## src/rtl/usb_fifo_responder.sv

```systemverilog
// usb_fifo_responder
//   FT245-style USB FIFO chip model. The initiator reads RX bytes with rd_n
//   strobes and writes TX bytes with wr_n strobes. It is paced by rxf_n/txe_n.
//   A host-side valid/ready port fills the RX FIFO and drains the TX FIFO.
//
// Ports
//   clk, reset_n                       clock, async active-low reset
//   rd_n, wr_n, data_in                initiator strobes and write byte
//   data_out, rxf_n, txe_n             RX head byte and pacing flags
//   host_wr_data/valid/ready           host push into RX FIFO
//   host_rd_data/valid/ready           host pop from TX FIFO
//   overflow, underrun                 sticky error flags
//   panel_word, panel_word_valid,
//   tag_error                          panel decoder outputs
//
// Build option
//   USB_FIFO_RESPONDER_PANEL_DECODE_EN : enables the panel-word decoder on
//   captured TX bytes. When it is undefined, the decoder outputs are tied to 0.
module usb_fifo_responder #(
    parameter int unsigned DEPTH_LOG2 = 4
) (
    input  logic        clk,
    input  logic        reset_n,
    input  logic        rd_n,
    input  logic        wr_n,
    input  logic [7:0]  data_in,
    output logic [7:0]  data_out,
    output logic        rxf_n,
    output logic        txe_n,
    input  logic [7:0]  host_wr_data,
    input  logic        host_wr_valid,
    output logic        host_wr_ready,
    output logic [7:0]  host_rd_data,
    output logic        host_rd_valid,
    input  logic        host_rd_ready,
    output logic        overflow,
    output logic        underrun,
    output logic [15:0] panel_word,
    output logic        panel_word_valid,
    output logic        tag_error
);
    localparam int unsigned DEPTH = 1 << DEPTH_LOG2;
    localparam logic [DEPTH_LOG2:0] PTR_ONE = {{DEPTH_LOG2{1'b0}}, 1'b1};

    logic [7:0]          rx_mem [DEPTH];
    logic [7:0]          tx_mem [DEPTH];
    logic [DEPTH_LOG2:0] rx_wp, rx_rp, tx_wp, tx_rp;
    logic                rd_q, wr_q, rise_q, wr_fall_q, rdy_q;
    logic                rx_empty, rx_full, tx_empty, tx_full;
    logic                rd_fall, rd_rise, wr_fall;
    logic                rx_push, rx_pop, tx_push, tx_pop;

    assign rx_empty = (rx_wp == rx_rp);
    assign tx_empty = (tx_wp == tx_rp);
    assign rx_full  = (rx_wp[DEPTH_LOG2] != rx_rp[DEPTH_LOG2]) &&
                      (rx_wp[DEPTH_LOG2-1:0] == rx_rp[DEPTH_LOG2-1:0]);
    assign tx_full  = (tx_wp[DEPTH_LOG2] != tx_rp[DEPTH_LOG2]) &&
                      (tx_wp[DEPTH_LOG2-1:0] == tx_rp[DEPTH_LOG2-1:0]);

    assign rd_fall = !rd_n && rd_q;
    assign rd_rise = rd_n && !rd_q;
    assign wr_fall = !wr_n && wr_q;

    // rdy_q holds host_wr_ready low while reset is asserted, even though the FIFO is empty
    assign host_wr_ready = rdy_q && !rx_full;
    assign host_rd_valid = !tx_empty;
    assign host_rd_data  = tx_empty ? 8'h00 : tx_mem[tx_rp[DEPTH_LOG2-1:0]];
    assign data_out      = (!rd_n && !rx_empty) ? rx_mem[rx_rp[DEPTH_LOG2-1:0]] : 8'h00;

    assign rx_push = host_wr_valid && host_wr_ready;
    assign rx_pop  = rd_rise && !rx_empty;
    assign tx_push = wr_fall && !tx_full;
    assign tx_pop  = host_rd_valid && host_rd_ready;

    always_ff @(posedge clk or negedge reset_n) begin
        if (!reset_n) begin
            rd_q      <= 1'b1;
            wr_q      <= 1'b1;
            rise_q    <= 1'b0;
            wr_fall_q <= 1'b0;
            rdy_q     <= 1'b0;
            rxf_n     <= 1'b1;
            txe_n     <= 1'b1;
            rx_wp     <= '0;
            rx_rp     <= '0;
            tx_wp     <= '0;
            tx_rp     <= '0;
            overflow  <= 1'b0;
            underrun  <= 1'b0;
        end else begin
            rd_q      <= rd_n;
            wr_q      <= wr_n;
            rise_q    <= rd_rise;
            wr_fall_q <= wr_fall;
            rdy_q     <= 1'b1;
            // one-cycle precharge after each read rise
            rxf_n     <= rx_empty || !rd_n || rd_rise || rise_q;
            txe_n     <= tx_full || wr_fall || wr_fall_q;
            if (rx_push) rx_wp <= rx_wp + PTR_ONE;
            if (rx_pop)  rx_rp <= rx_rp + PTR_ONE;
            if (tx_push) tx_wp <= tx_wp + PTR_ONE;
            if (tx_pop)  tx_rp <= tx_rp + PTR_ONE;
            if (wr_fall && tx_full)  overflow <= 1'b1;
            if (rd_fall && rx_empty) underrun <= 1'b1;
        end
    end

    always_ff @(posedge clk) begin
        if (rx_push) rx_mem[rx_wp[DEPTH_LOG2-1:0]] <= host_wr_data;
        if (tx_push) tx_mem[tx_wp[DEPTH_LOG2-1:0]] <= data_in;
    end

`ifdef USB_FIFO_RESPONDER_PANEL_DECODE_EN
    typedef enum logic [1:0] {DEC_IDLE, DEC_GOT1, DEC_GOT2, DEC_GOT3} dec_state_t;

    dec_state_t  dec_state, dec_next;
    logic [11:0] shadow, shadow_next;
    logic [15:0] pw_next;
    logic        pwv_next, te_next;
    logic [3:0]  tag, nib;

    assign tag = data_in[7:4];
    assign nib = data_in[3:0];

    always_ff @(posedge clk or negedge reset_n) begin
        if (!reset_n) begin
            dec_state        <= DEC_IDLE;
            shadow           <= '0;
            panel_word       <= '0;
            panel_word_valid <= 1'b0;
            tag_error        <= 1'b0;
        end else begin
            dec_state        <= dec_next;
            shadow           <= shadow_next;
            panel_word       <= pw_next;
            panel_word_valid <= pwv_next;
            tag_error        <= te_next;
        end
    end

    // Nibbles collect in shadow; panel_word changes only on a complete 1-2-3-4 run
    always_comb begin
        dec_next    = dec_state;
        shadow_next = shadow;
        pw_next     = panel_word;
        pwv_next    = 1'b0;
        te_next     = 1'b0;
        if (tx_push) begin
            if (tag == 4'd1) begin
                dec_next          = DEC_GOT1;
                shadow_next[3:0]  = nib;
            end else if (tag == 4'd2 && dec_state == DEC_GOT1) begin
                dec_next          = DEC_GOT2;
                shadow_next[7:4]  = nib;
            end else if (tag == 4'd3 && dec_state == DEC_GOT2) begin
                dec_next          = DEC_GOT3;
                shadow_next[11:8] = nib;
            end else if (tag == 4'd4 && dec_state == DEC_GOT3) begin
                dec_next          = DEC_IDLE;
                pw_next           = {nib, shadow};
                pwv_next          = 1'b1;
            end else begin
                dec_next          = DEC_IDLE;
                te_next           = 1'b1;
            end
        end
    end
`else
    assign panel_word       = '0;
    assign panel_word_valid = 1'b0;
    assign tag_error        = 1'b0;
`endif

endmodule

```

## config.mk

```make
export PLATFORM = sky130hd
export DESIGN_NAME = usb_fifo_responder
export DESIGN_NICKNAME = d
export VERILOG_FILES = /design/src/rtl/usb_fifo_responder.sv
export SDC_FILE = /design/constraint.sdc
export NUM_CORES = 1
export LEC_CHECK = 0
export CAP_MARGIN = 20
export CORE_MARGIN = 4
export CORE_UTILIZATION = 30
export CTS_CLUSTER_DIAMETER = 40
export DETAILED_ROUTE_END_ITERATION = 16
export SYNTH_ARGS = -nofsm -noshare
export SYNTH_HDL_FRONTEND = slang
export SYNTH_SLANG_ARGS = --single-unit
export TNS_END_PERCENT = 50
```

## constraint.sdc

```tcl
create_clock -name clk -period 2 [get_ports clk]
set_clock_uncertainty 0.1 [all_clocks]
set_input_delay 0.2 -clock clk [delete_from_list [all_inputs] [get_ports clk]]
set_output_delay 0.2 -clock clk [all_outputs]
set_load 0.01 [all_outputs]
```

Yosys cells after proc, flatten, opt, wreduce, memory -nomap -nowiden
Memories as Yosys holds them, arrays and structs flattened.
Index checks and enable logic that the tools add are counted.
{"block": "word_totals", "mem_bits_rw": 256, "latch_bits": 0, "mem_bits_ro": 0, "wordCells": 56, "reg_bits": 29, "n_memories": 2}
{"name": "rx_mem", "depth": 16, "width": 8, "rd": 1, "rd_clocked_by_memory_dff": 0, "write_ports": 1, "line_no": "45", "rtl": "logic [7:0] rx_mem [DEPTH];"}
{"name": "tx_mem", "depth": 16, "width": 8, "rd": 1, "rd_clocked_by_memory_dff": 0, "write_ports": 1, "line_no": "46", "rtl": "logic [7:0] tx_mem [DEPTH];"}
{"block": "classes", "div": 0, "mul": 0, "mux": 6, "shifts": 0, "addsub": 4, "bitwise": 0, "magnitude_cmp": 0, "n_eq_ne": 6, "n_reduce_logical": 25}
{"op": "adder 5 x 1 -> 5 bit, second input constant", "n": 4}
{"op": "2-to-1 mux 8 bit", "n": 2}
{"op": "logical AND 1 bit", "n": 13}
{"op": "== test 5 bit", "n": 2}
{"op": "== test 4 bit", "n": 2}
{"op": "zero test 1 bit", "n": 7}
{"op": "logical OR 1 bit", "n": 5}
{"op": "2-to-1 mux 1 bit", "n": 4}
{"op": "inequality test 1 bit", "n": 2}

Logic depth before layout (Yosys ltp)
Gate-level depths: netlist (run 1).
{"block": "depth", "ltp_word": 7, "mapped_depth": 7, "mapped_depth_nobuf": 5}

Least setup slack after synthesis (run 1)
OpenSTA, ideal clock, no wires.
{"block": "synth_path", "path_type": "register to register", "start": "reg rx_rp[0]", "end": "mem rx_mem[10][0], enable pin", "stages_incl_launch_ff": 8, "arrival_ps": 1700, "setup_ps": 333, "n_path_buf": 3, "slack_ps": -133, "path_cell_list": "dfrtp_1 buf_4 xnor2_1 and4_1 buf_2 a21boi_4 buf_4 and4b_1"}
{"block": "synth_between", "elab_chain_len": 7}
{"item": "from (decl)", "line_no": "47", "rtl": "logic [DEPTH_LOG2:0] rx_wp, rx_rp, tx_wp, tx_rp;"}
{"item": "from (signal assigned)", "line_no": "100", "rtl": "if (rx_pop) rx_rp <= rx_rp + PTR_ONE;"}
{"item": "== test 4 bit", "line_no": "56", "rtl": "(rx_wp[DEPTH_LOG2-1:0] == rx_rp[DEPTH_LOG2-1:0]);"}
{"item": "logical AND 1 bit", "line_no": "55", "rtl": "assign rx_full = (rx_wp[DEPTH_LOG2] != rx_rp[DEPTH_LOG2]) &&"}
{"item": "zero test 1 bit", "line_no": "65", "rtl": "assign host_wr_ready = rdy_q && !rx_full;"}
{"item": "logical AND 1 bit", "line_no": "65"}
{"item": "logical AND 1 bit", "line_no": "70", "rtl": "assign rx_push = host_wr_valid && host_wr_ready;"}
{"item": "2-to-1 mux 1 bit", "line_no": "109", "rtl": "if (rx_push) rx_mem[rx_wp[DEPTH_LOG2-1:0]] <= host_wr_data;"}
{"item": "2-to-1 mux 1 bit (implied by the code)", "line_no": "109"}
{"item": "to (decl)", "line_no": "45"}
Every way passes these cells.

Worst setup path after layout (run 1)
{"block": "layout_path", "start": "reg tx_rp[0]", "end": "out host_rd_data[0]"}
{"block": "layout_between", "elab_chain_len": 2, "word_cells_on_any_way": 3, "cone_classes": "eq/ne: 1; mux: 1; memory: 1"}
{"item": "from (decl)", "line_no": "47"}
{"item": "from (signal assigned)", "line_no": "102", "rtl": "if (tx_pop) tx_rp <= tx_rp + PTR_ONE;"}
{"item": "memory read (16 x 8 bit) / == test 5 bit (equally long branches)"}
{"item": "2-to-1 mux 8 bit (*)", "line_no": "67", "rtl": "assign host_rd_data = tx_empty ? 8'h00 : tx_mem[tx_rp[DEPTH_LOG2-1:0]];"}
{"item": "to (decl)", "line_no": "33", "rtl": "output logic [7:0] host_rd_data,"}
Every way passes the cells marked *; elsewhere a longest branch is shown, timed or not.

==> flow_summary.ini, run 1 <==
[run_status]
status = finished, violations left
violations = setup timing

[die]
core-area_um2 = 37840
start_util_pct = 30.49
rows = 71
dieArea_um2 = 41660
pin_count = 62
die_w_um = 204.1
fp.dieH_um = 204.1

[yosys]
seq_area_frac_synth_pct = 72.96
synthSimpleGateAreaFrac_pct = 3.990
synthAdderAreaFrac_pct = 1.084
ys.flop_type = edfxtp_1
synthMuxAreaShare_pct = 12.89
synth_top_family_by_area = multiplexers
synth_area_um2 = 11540
yosys.area.top_type_share_pct = 66.62
ys_ff_latch = 285
synth_top_area_cell = edfxtp_1
synth_compound_area_share_pct = 4.077
synth_area_leaders = edfxtp_1, mux4_2, dfrtp_1
syn_avg_cell_area_um2 = 19.56
synth_edf_count = 256
yosysWarnings = 0
yosysUniqueCellTypes = 46
synthXorXnorAreaFrac_pct = 2.125
synth_cells = 590
async_reset_ff_share_pct = 10.18

[critical_path]
worst-path-max-fanout = 4
path_class = flop to output port
start_kind = flop
crit_required_ns = 1.70
arrival_ns = 2.29
endpoint_kind = output port

[timing]
drv_slew = 0
slew_headroom_pct = 58.17
setup_viol = 262
worst_pin_slew_ns = 0.6255
clock.fmax_mhz = 386.6
min_period_over_period_pct = 129.3
fin_ws_ns = -0.5865
finalHoldViolations = 0
fin_crit_ns = 2.587
hold-worst-slack_ns = 0.1167
rsz0062_at_grt = true

[clock_tree]
tritoncts = yes
cts-root-buf = clkbuf_16
cts.reportedPaths.clkPinSlew_ns = 0.06
cts_buffer_depth = 3
clock_latency_ns = 0.56
numCtsBuffers = 41
cts.sinks = 285
htreeDepth = 2

[global_route]
grt_pass1_wl_mm = 37.97
grt_max_degree = 36
overflow = 0
grtUsageMet1_pct = 16.36
busiest_layer = met2
grt_pass1_vias = 6352
grtUsageTotal_pct = 11.89
grtUsageMet2_pct = 18.82
antenna_found_initial = 0
grtUsageMet3_pct = 2.602

[run]
max_cap_viol_count = 0

[place]
hpwl_mm = 15.04
place_congestion = 0.7458
port_buffers = 43

[cells_and_area]
nets = 794
n_antenna_cell = 0
area_growth_pct = 33.47
final_common_cell = edfxtp_1
drive_gt1_share_pct = 44.89
mostFrequentLayoutCells = edfxtp_1, mux4_2, buf_4

[power]
vdd_ir_drop_max_uv = 760.2
fin_total_pwr_uw = 22520
power_leakage_uw = 0.005310
p_per_area_nw_per_um2 = 1463

[routing]
vias_per_cell = 4.581
wl_mm = 24.44
routed-via-count = 5973
ant_nets = 0
drcViolationCount = 0
first_pass_iters = 4
drtIter0Drc = 334
wire_per_inst_um = 18.74

[hold_path]
hp-class = primary input to flop
## final timing paths
check                           startpoint         endpoint  slack (ns)  depth (start not counted)
worst max register to register    rx_rp[0]    rx_mem[12][5]       -0.31                          8
min in group asynchronous          reset_n           rise_q        0.47                          3
worst min-delay path                  rd_n             rd_q        0.12                          2
max in group asynchronous          reset_n         tx_rp[0]        1.00                          3
worst min register to register   wr_fall_q            txe_n        0.34                          1
worst max-delay path              tx_rp[0]  host_rd_data[0]       -0.59                          7
## sequential cells by signal, summed over array words and instances (netlist names)
signal     count
rx_mem       128
tx_mem       128
rx_rp          5
rx_wp          5
tx_rp          5
tx_wp          5
overflow       1
rd_q           1
rdy_q          1
rise_q         1
rxf_n          1
txe_n          1
underrun       1
wr_fall_q      1
wr_q           1
## per-stage QoR
step                instance area (um2)  worst slack (ns)  instances  util (%)  setup TNS [ns]
floorplan                         11640          -0.05854        607         -          -4.215
global placement                  13350           -0.4895       1198     35.27          -45.19
detailed placement                13350           -0.4920       1198     35.27          -46.23
CTS                               15260           -0.6066       1301     40.31          -68.22
global route                      15400           -0.6657       1304     40.70          -63.49
finish                            15400           -0.5865       1304     40.70          -45.73
## synthesized netlist by cell type, drive strengths merged (8+ instances only)
cell	n
nor2b	8
inv	8
xor2	18
a22oi	30
a21oi	25
mux4	63
edfxtp	256
ha	10
and2	9
buf	39
xnor2	10
clkbuf	10
dfrtp	25
and3	18
## layout make-up
cell class	instances	area, um2
fill	3397	22440
sequential	285	8421
multi-input combinational	265	3257
timing repair buffer	161	1698
clock buffer	46	1045
tap	511	639.4
clock inverter	28	311.5
inverter	8	30.03
## power breakdown
group          internal (uW)  total [uW]  leakage, uW  switching [uW]
clock network           4150        6960     0.000646            2810
registers               7030        7340      0.00265             313
logic                   4350        8220      0.00202            3870
total                  15500       22500      0.00531            7000
## metal layers
layer | part of all wire, % | vias up
li1 | - | 2714
met1 | 46 | 3111
met2 | 48 | 111
met3 | 4.0 | 37
met4 | 2.2 | 0
met5 | 0 | -
## worst max-delay path, stage by stage, from the launching register on
cell	delay, ns
dfrtp_2	0.44
buf_12	0.13
buf_8	0.10
buf_6	0.09
mux4_2	0.51
a22oi_2	0.23
a21oi_2	0.09
buf_2	0.15
## cells by family (layout without fill, tap and decap cells)
group           count (synthesis)  count (layout)
flops                         285             285
simple gates                   70              70
compound gates                 69              69
mux                            69              69
buf+inv                        57             243
xor+xnor                       28              28
fa+ha+maj                      10              10
other cells                     2              19
## repair_timing
item                                   CTS  global route
endpoints found under the hold margin   26             0
setup endpoints to repair              266           283
pin swaps                               34            21
resized for setup                      160            48
hold buffers                             2             0
buffers inserted                        27             8
cloned                                   4             1
Note: power is estimated with default switching activity, not from simulation.
==> inputs of run 2 (changes only) <==
--- a/config.mk
+++ b/config.mk
@@ -7,9 +7,10 @@
 export LEC_CHECK = 0
 export CAP_MARGIN = 20
 export CORE_MARGIN = 4
-export CORE_UTILIZATION = 30
+export CORE_UTILIZATION = 54
 export CTS_CLUSTER_DIAMETER = 40
 export DETAILED_ROUTE_END_ITERATION = 16
+export PLACE_DENSITY = 0.76
 export SYNTH_ARGS = -nofsm -noshare
 export SYNTH_HDL_FRONTEND = slang
 export SYNTH_SLANG_ARGS = --single-unit
==> run 2 against run 1 <==
Effect of this change: global-route usage rose by 11 points; fmax about the same; largest power group unchanged; setup slack about the same; the run still ends with setup timing left; critical endpoint is now data_out[6].
==> flow_summary.ini, run 2 (synthesis gave the netlist of run 1 again) <==
[run_status]
status = finished, violations left
violations = setup timing

[power]
p_sw_share_pct = 31.41
p_clk_share_pct = 29.9
power_leakage_uw = 0.005234
p_seq_share_pct = 32.8
p_int_uw = 15510
switching_power_uw = 7103
combPwrFrac_pct = 37.4
p_per_area_nw_per_um2 = 1517
vdd_ir_drop_max_uv = 952.4

[die]
core-area_um2 = 21020
rows = 53
die_w_um = 154.2
dieArea_um2 = 23770
start_util_pct = 54.89
pin_count = 62
fp.dieH_um = 154.2

[routing]
vias_per_cell = 6.085
routed-via-count = 6401
wire_per_inst_um = 25.38
ant_nets = 0
wl_mm = 26.70
drcViolationCount = 0
drtIter0Drc = 561
first_pass_iters = 5

[timing]
setup_viol = 250
worst_pin_slew_ns = 0.6517
fin_ws_ns = -0.5862
drv_slew = 0
min_period_over_period_pct = 129.3
rsz0062_at_grt = true
timing.setup.tns_ns = -37.53
slew_headroom_pct = 56.41
fin_crit_ns = 2.586
finalHoldViolations = 0
clock.fmax_mhz = 386.7
hold-worst-slack_ns = 0.02125

[global_route]
overflow = 0
grt_pass1_wl_mm = 40.77
grt_max_degree = 34
antenna_found_initial = 0
grtUsageTotal_pct = 22.55
grt_pass1_vias = 6770

[cells_and_area]
fin_util_pct = 70.89
n_antenna_cell = 0
nets = 780
mostFrequentLayoutCells = edfxtp_1, mux4_2, buf_4
nFillCells = 1181
drive_gt1_share_pct = 44.14
final_common_cell = edfxtp_1
area_growth_pct = 29.16

[critical_path]
cp_top_family = buffers and inverters
slowest_delay_ns = 0.42
cp_cell_sequence = buf_6, buf_6, buf_16, buf_6, mux4_2, nand3b_1, a31oi_1, buf_2
cp_slowest_cell = dfrtp_2
start_kind = flop
worst-path-buf-inv = 5
path_common_cell = buf_6
path_class = flop to output port
endpoint_kind = output port
worst-path-max-fanout = 4
crit_required_ns = 1.70
arrival_ns = 2.29

[clock_tree]
cts-root-buf = clkbuf_16
numCtsBuffers = 37
clock_latency_ns = 0.53
cts_buffer_depth = 3
cts.sinks = 285
tritoncts = yes
htreeDepth = 2
cts.reportedPaths.clkPinSlew_ns = 0.06

[run]
max_cap_viol_count = 0

[place]
port_buffers = 43
place_congestion = 0.8122
hpwl_mm = 15.05
dp_slack_ns = -0.3855

[hold_path]
hp-class = primary input to flop
run 2: changes by cell type in the layout (fill, tap and decap cells not counted), sizes merged:
cell,delta
dlygate4sd3,-1
buf,-8
clkinv,+5
bufinv,+3
clkbuf,-7
inv,-5
clkinvlp,-3
run 2: power by group through the flow:
stage	logic (uW)	clock network [uW]	registers, uW
finish	8450	6750	7410
CTS	8120	6780	7380
global route	8930	7110	7450
detailed placement	6690	0	7460
floorplan	3970	0	7360
global placement	6480	0	7430
run 2: path summary, 6_finish.rpt:
kind / to / slack (ns) / from / cells after the start
worst max-delay path: data_out[6] / -0.59 / rx_rp[0] / 8
worst min-delay path: wr_q / 0.02 / wr_n / 1
worst min register to register: txe_n / 0.34 / wr_fall_q / 1
max in group asynchronous: txe_n / 0.97 / reset_n / 3
worst max register to register: tx_mem[6][1] / -0.21 / tx_rp[0] / 8
min in group asynchronous: rx_rp[0] / 0.51 / reset_n / 3
run 2: per-stage QoR:
| stage | area, um2 | cells | total power, uW |
|---|---|---|---|
| final | 14900 | 1052 | 22610 |
| after global routing | 14900 | 1052 | 23500 |
| after CTS | 14830 | 1050 | 22280 |
| after detailed placement | 12910 | 946 | 14160 |
| after global placement | 12910 | 946 | 13910 |
| after floorplan | 11640 | 607 | 11330 |
run 2: routing by layer:
metal	vias to the layer above	GRT usage, %	share of wire, %
met5	-	0.4141	0
met4	0	7.990	3.3
met3	66	5.120	8.1
met2	337	35.82	50
met1	3302	31.27	39
li1	2696	-	-
run 2: what timing repair did:
action	CTS	global route
cloned	6	2
setup buffers	30	14
endpoints found under the setup margin	277	281
gates resized for setup	148	55
hold endpoints to repair	25	0
pin swaps	39	26
hold buffers	1	0
run 2: cell type report:
| class | count | area (um2) | area share, % |
|---|---|---|---|
| clock buffers | 40 | 937.1 | 6.288 |
| flip-flops and latches | 285 | 8421 | 56.50 |
| well taps | 275 | 344.1 | 2.309 |
| repair buffers | 151 | 1560 | 10.47 |
| inverters | 8 | 30.03 | 0.2015 |
| multi-input cells | 265 | 3266 | 21.91 |
| clock inverters | 28 | 345.3 | 2.317 |
run 2: worst register-to-register path, stage by stage (launching register included):
cell and delay (ns):
dfrtp_2 0.50, buf_12 0.18, xor2_4 0.17, nor4_4 0.06, buf_4 0.15, buf_6 0.13
a21oi_4 0.16, buf_6 0.15, and3_4 0.30
==> inputs of run 3 (changes only) <==
--- a/config.mk
+++ b/config.mk
@@ -7,10 +7,11 @@
 export LEC_CHECK = 0
 export CAP_MARGIN = 20
 export CORE_MARGIN = 4
-export CORE_UTILIZATION = 54
+export CORE_UTILIZATION = 55
+export CTS_BUF_LIST = sky130_fd_sc_hd__clkbuf_8
 export CTS_CLUSTER_DIAMETER = 40
 export DETAILED_ROUTE_END_ITERATION = 16
-export PLACE_DENSITY = 0.76
+export PLACE_DENSITY = 0.77
 export SYNTH_ARGS = -nofsm -noshare
 export SYNTH_HDL_FRONTEND = slang
 export SYNTH_SLANG_ARGS = --single-unit
==> run 3 against run 2 <==
Effect of this change: the run still ends with setup timing left; via count decreased by 3.5%; register-to-register slack got worse by 0.04 ns; clock-buffer cell count increased by 6; die area decreased by 1.7%; fmax hardly changed; largest cell class unchanged; cell count hardly changed; setup slack worse by 0.0022 ns; routed wire length decreased by 10%; critical path type unchanged; sequential power is 0.5% lower.
==> flow_summary.ini, run 3 (synthesis gave the netlist of run 1 again) <==
[hold_path]
hp-class = primary input to flop
worstHoldStart = rd_n
worstHoldPathCells = 2

[routing]
ant_nets = 0
vias_per_cell = 5.867
first_pass_iters = 5
wire_per_inst_um = 22.81
drtIter0Drc = 391
routed-via-count = 6178
drcViolationCount = 0
wl_mm = 24.02

[die]
start_util_pct = 56.48
core-area_um2 = 20430
pin_count = 62
rows = 52
die_w_um = 152.8
fp.dieH_um = 152.8
dieArea_um2 = 23360

[clock_tree]
tritoncts = yes
cts-root-buf = clkbuf_8
clock_latency_ns = 0.56
htreeDepth = 2
cts.reportedPaths.clkPinSlew_ns = 0.07
cts.sinks = 285
cts_buffer_depth = 3
numCtsBuffers = 46

[timing]
setup_viol = 275
min_period_over_period_pct = 129.4
slew_headroom_pct = 55.99
fin_crit_ns = 2.588
fin_ws_ns = -0.5884
clock.fmax_mhz = 386.3
drv_slew = 0
rsz0062_at_grt = true
hold-worst-slack_ns = 0.1139
finalHoldViolations = 0
worst_pin_slew_ns = 0.6581

[place]
dpl.cell_count = 945
placed_area_um2 = 12910
hpwl_mm = 15.07
port_buffers = 43
dp_slack_ns = -0.4168
place_congestion = 0.8000

[cells_and_area]
n_antenna_cell = 0
area_growth_pct = 25.11
final_cells = 1053
final_common_cell = edfxtp_1
drive_gt1_share_pct = 42.78
nFillCells = 1153
nets = 785
design_area_um2 = 14440
mostFrequentLayoutCells = edfxtp_1, mux4_2, buf_4

[critical_path]
slowest_delay_ns = 0.51
crit_required_ns = 1.70
path_class = flop to output port
cp_top_family = buffers and inverters
r2r_start = tx_rp[0]
start_kind = flop
rr_worst_depth = 9
startpoint = tx_rp[0]
cp_slowest_cell = mux4_2
arrival_ns = 2.29
worst-path-buf-inv = 4
worst-path-max-fanout = 6
endpoint_kind = output port
path_common_cell = buf_12
cp_cell_sequence = buf_12, buf_12, buf_6, mux4_2, a22oi_2, a21oi_2, buf_2
cp.depth = 7

[global_route]
grt_pass1_vias = 6546
overflow = 0
grtUsageTotal_pct = 20.58
grt_pass1_wl_mm = 37.45
grt_max_degree = 35
antenna_found_initial = 0

[power]
combPwrFrac_pct = 40.9
p_clk_share_pct = 22.4
p_sw_share_pct = 32.14
p_per_area_nw_per_um2 = 1393
p_seq_share_pct = 36.7
fin_total_pwr_uw = 20110
switching_power_uw = 6464
vdd_ir_drop_max_uv = 705.4
p_int_uw = 13650
power_leakage_uw = 0.005059

[run_status]
status = finished, violations left
violations = setup timing

[run]
max_cap_viol_count = 0
==> run 3: changes by cell type in the layout (fill, tap and decap cells not counted), moves of 3 or more <==
| cell | before | now |
|---|---|---|
| clkbuf_16 | 37 | 0 |
| buf_8 | 1 | 4 |
| bufinv_16 | 5 | 1 |
| clkbuf_8 | 0 | 46 |
| buf_12 | 19 | 23 |
| clkinv_2 | 8 | 4 |
| inv_1 | 7 | 24 |
| clkbuf_1 | 3 | 0 |
| clkinvlp_4 | 1 | 5 |
| buf_4 | 57 | 53 |
| clkinv_4 | 4 | 1 |
| buf_6 | 27 | 20 |
| inv_6 | 3 | 0 |
==> run 3: final cells by class <==
cell class              instances  area (um2)  area share, %
well taps                     270       337.8          2.340
multi-input cells             266        3266          22.62
flip-flops and latches        285        8421          58.33
inverters                       8       30.03         0.2080
clock inverters                32       195.2          1.352
clock buffers                  46       633.1          4.386
repair buffers                146        1554          10.76
==> run 3: timing repair <==
action / in CTS / in global routing
pin swaps: 49 / 24
resized for setup: 163 / 43
hold endpoints to repair: 26 / 0
setup endpoints to repair: 260 / 289
gates cloned: 3 / 1
buffers inserted: 26 / 8
hold buffers: 2 / 0
==> run 3: metal layers <==
| metal | track usage (%) | vias up | part of all wire, % |
|---|---|---|---|
| li1 | - | 2695 | - |
| met1 | 29.01 | 3211 | 41 |
| met2 | 33.61 | 231 | 51 |
| met3 | 3.986 | 41 | 5.9 |
| met4 | 5.685 | 0 | 1.9 |
| met5 | 0 | - | 0 |
==> run 3: metrics by stage <==
stage | setup TNS, ns | util (%)
2_1_floorplan | -4.215 | -
3_5_place_dp | -39.74 | 63.18
4_1_cts | -51.14 | 69.98
6_report | -47.65 | 70.66
5_1_grt | -63.82 | 70.66
3_3_place_gp | -28.75 | 63.18
==> run 3: worst paths after layout <==
| kind | endpoint | slack, ns |
|---|---|---|
| min in group asynchronous | rx_wp[2] | 0.47 |
| max in group asynchronous | rxf_n | 1.01 |
| worst min register to register | txe_n | 0.36 |
| worst min-delay path | rd_q | 0.11 |
| worst max-delay path | host_rd_data[4] | -0.59 |
| worst max register to register | tx_mem[10][4] | -0.25 |
==> run 3: power by group through the flow <==
stage	combinational (uW)	clock, uW	sequential, uW
after floorplan	3970	0	7360
after global placement	6540	0	7410
after detailed placement	6740	0	7440
after CTS	7800	4580	7340
after global routing	8760	4870	7420
final	8230	4500	7370
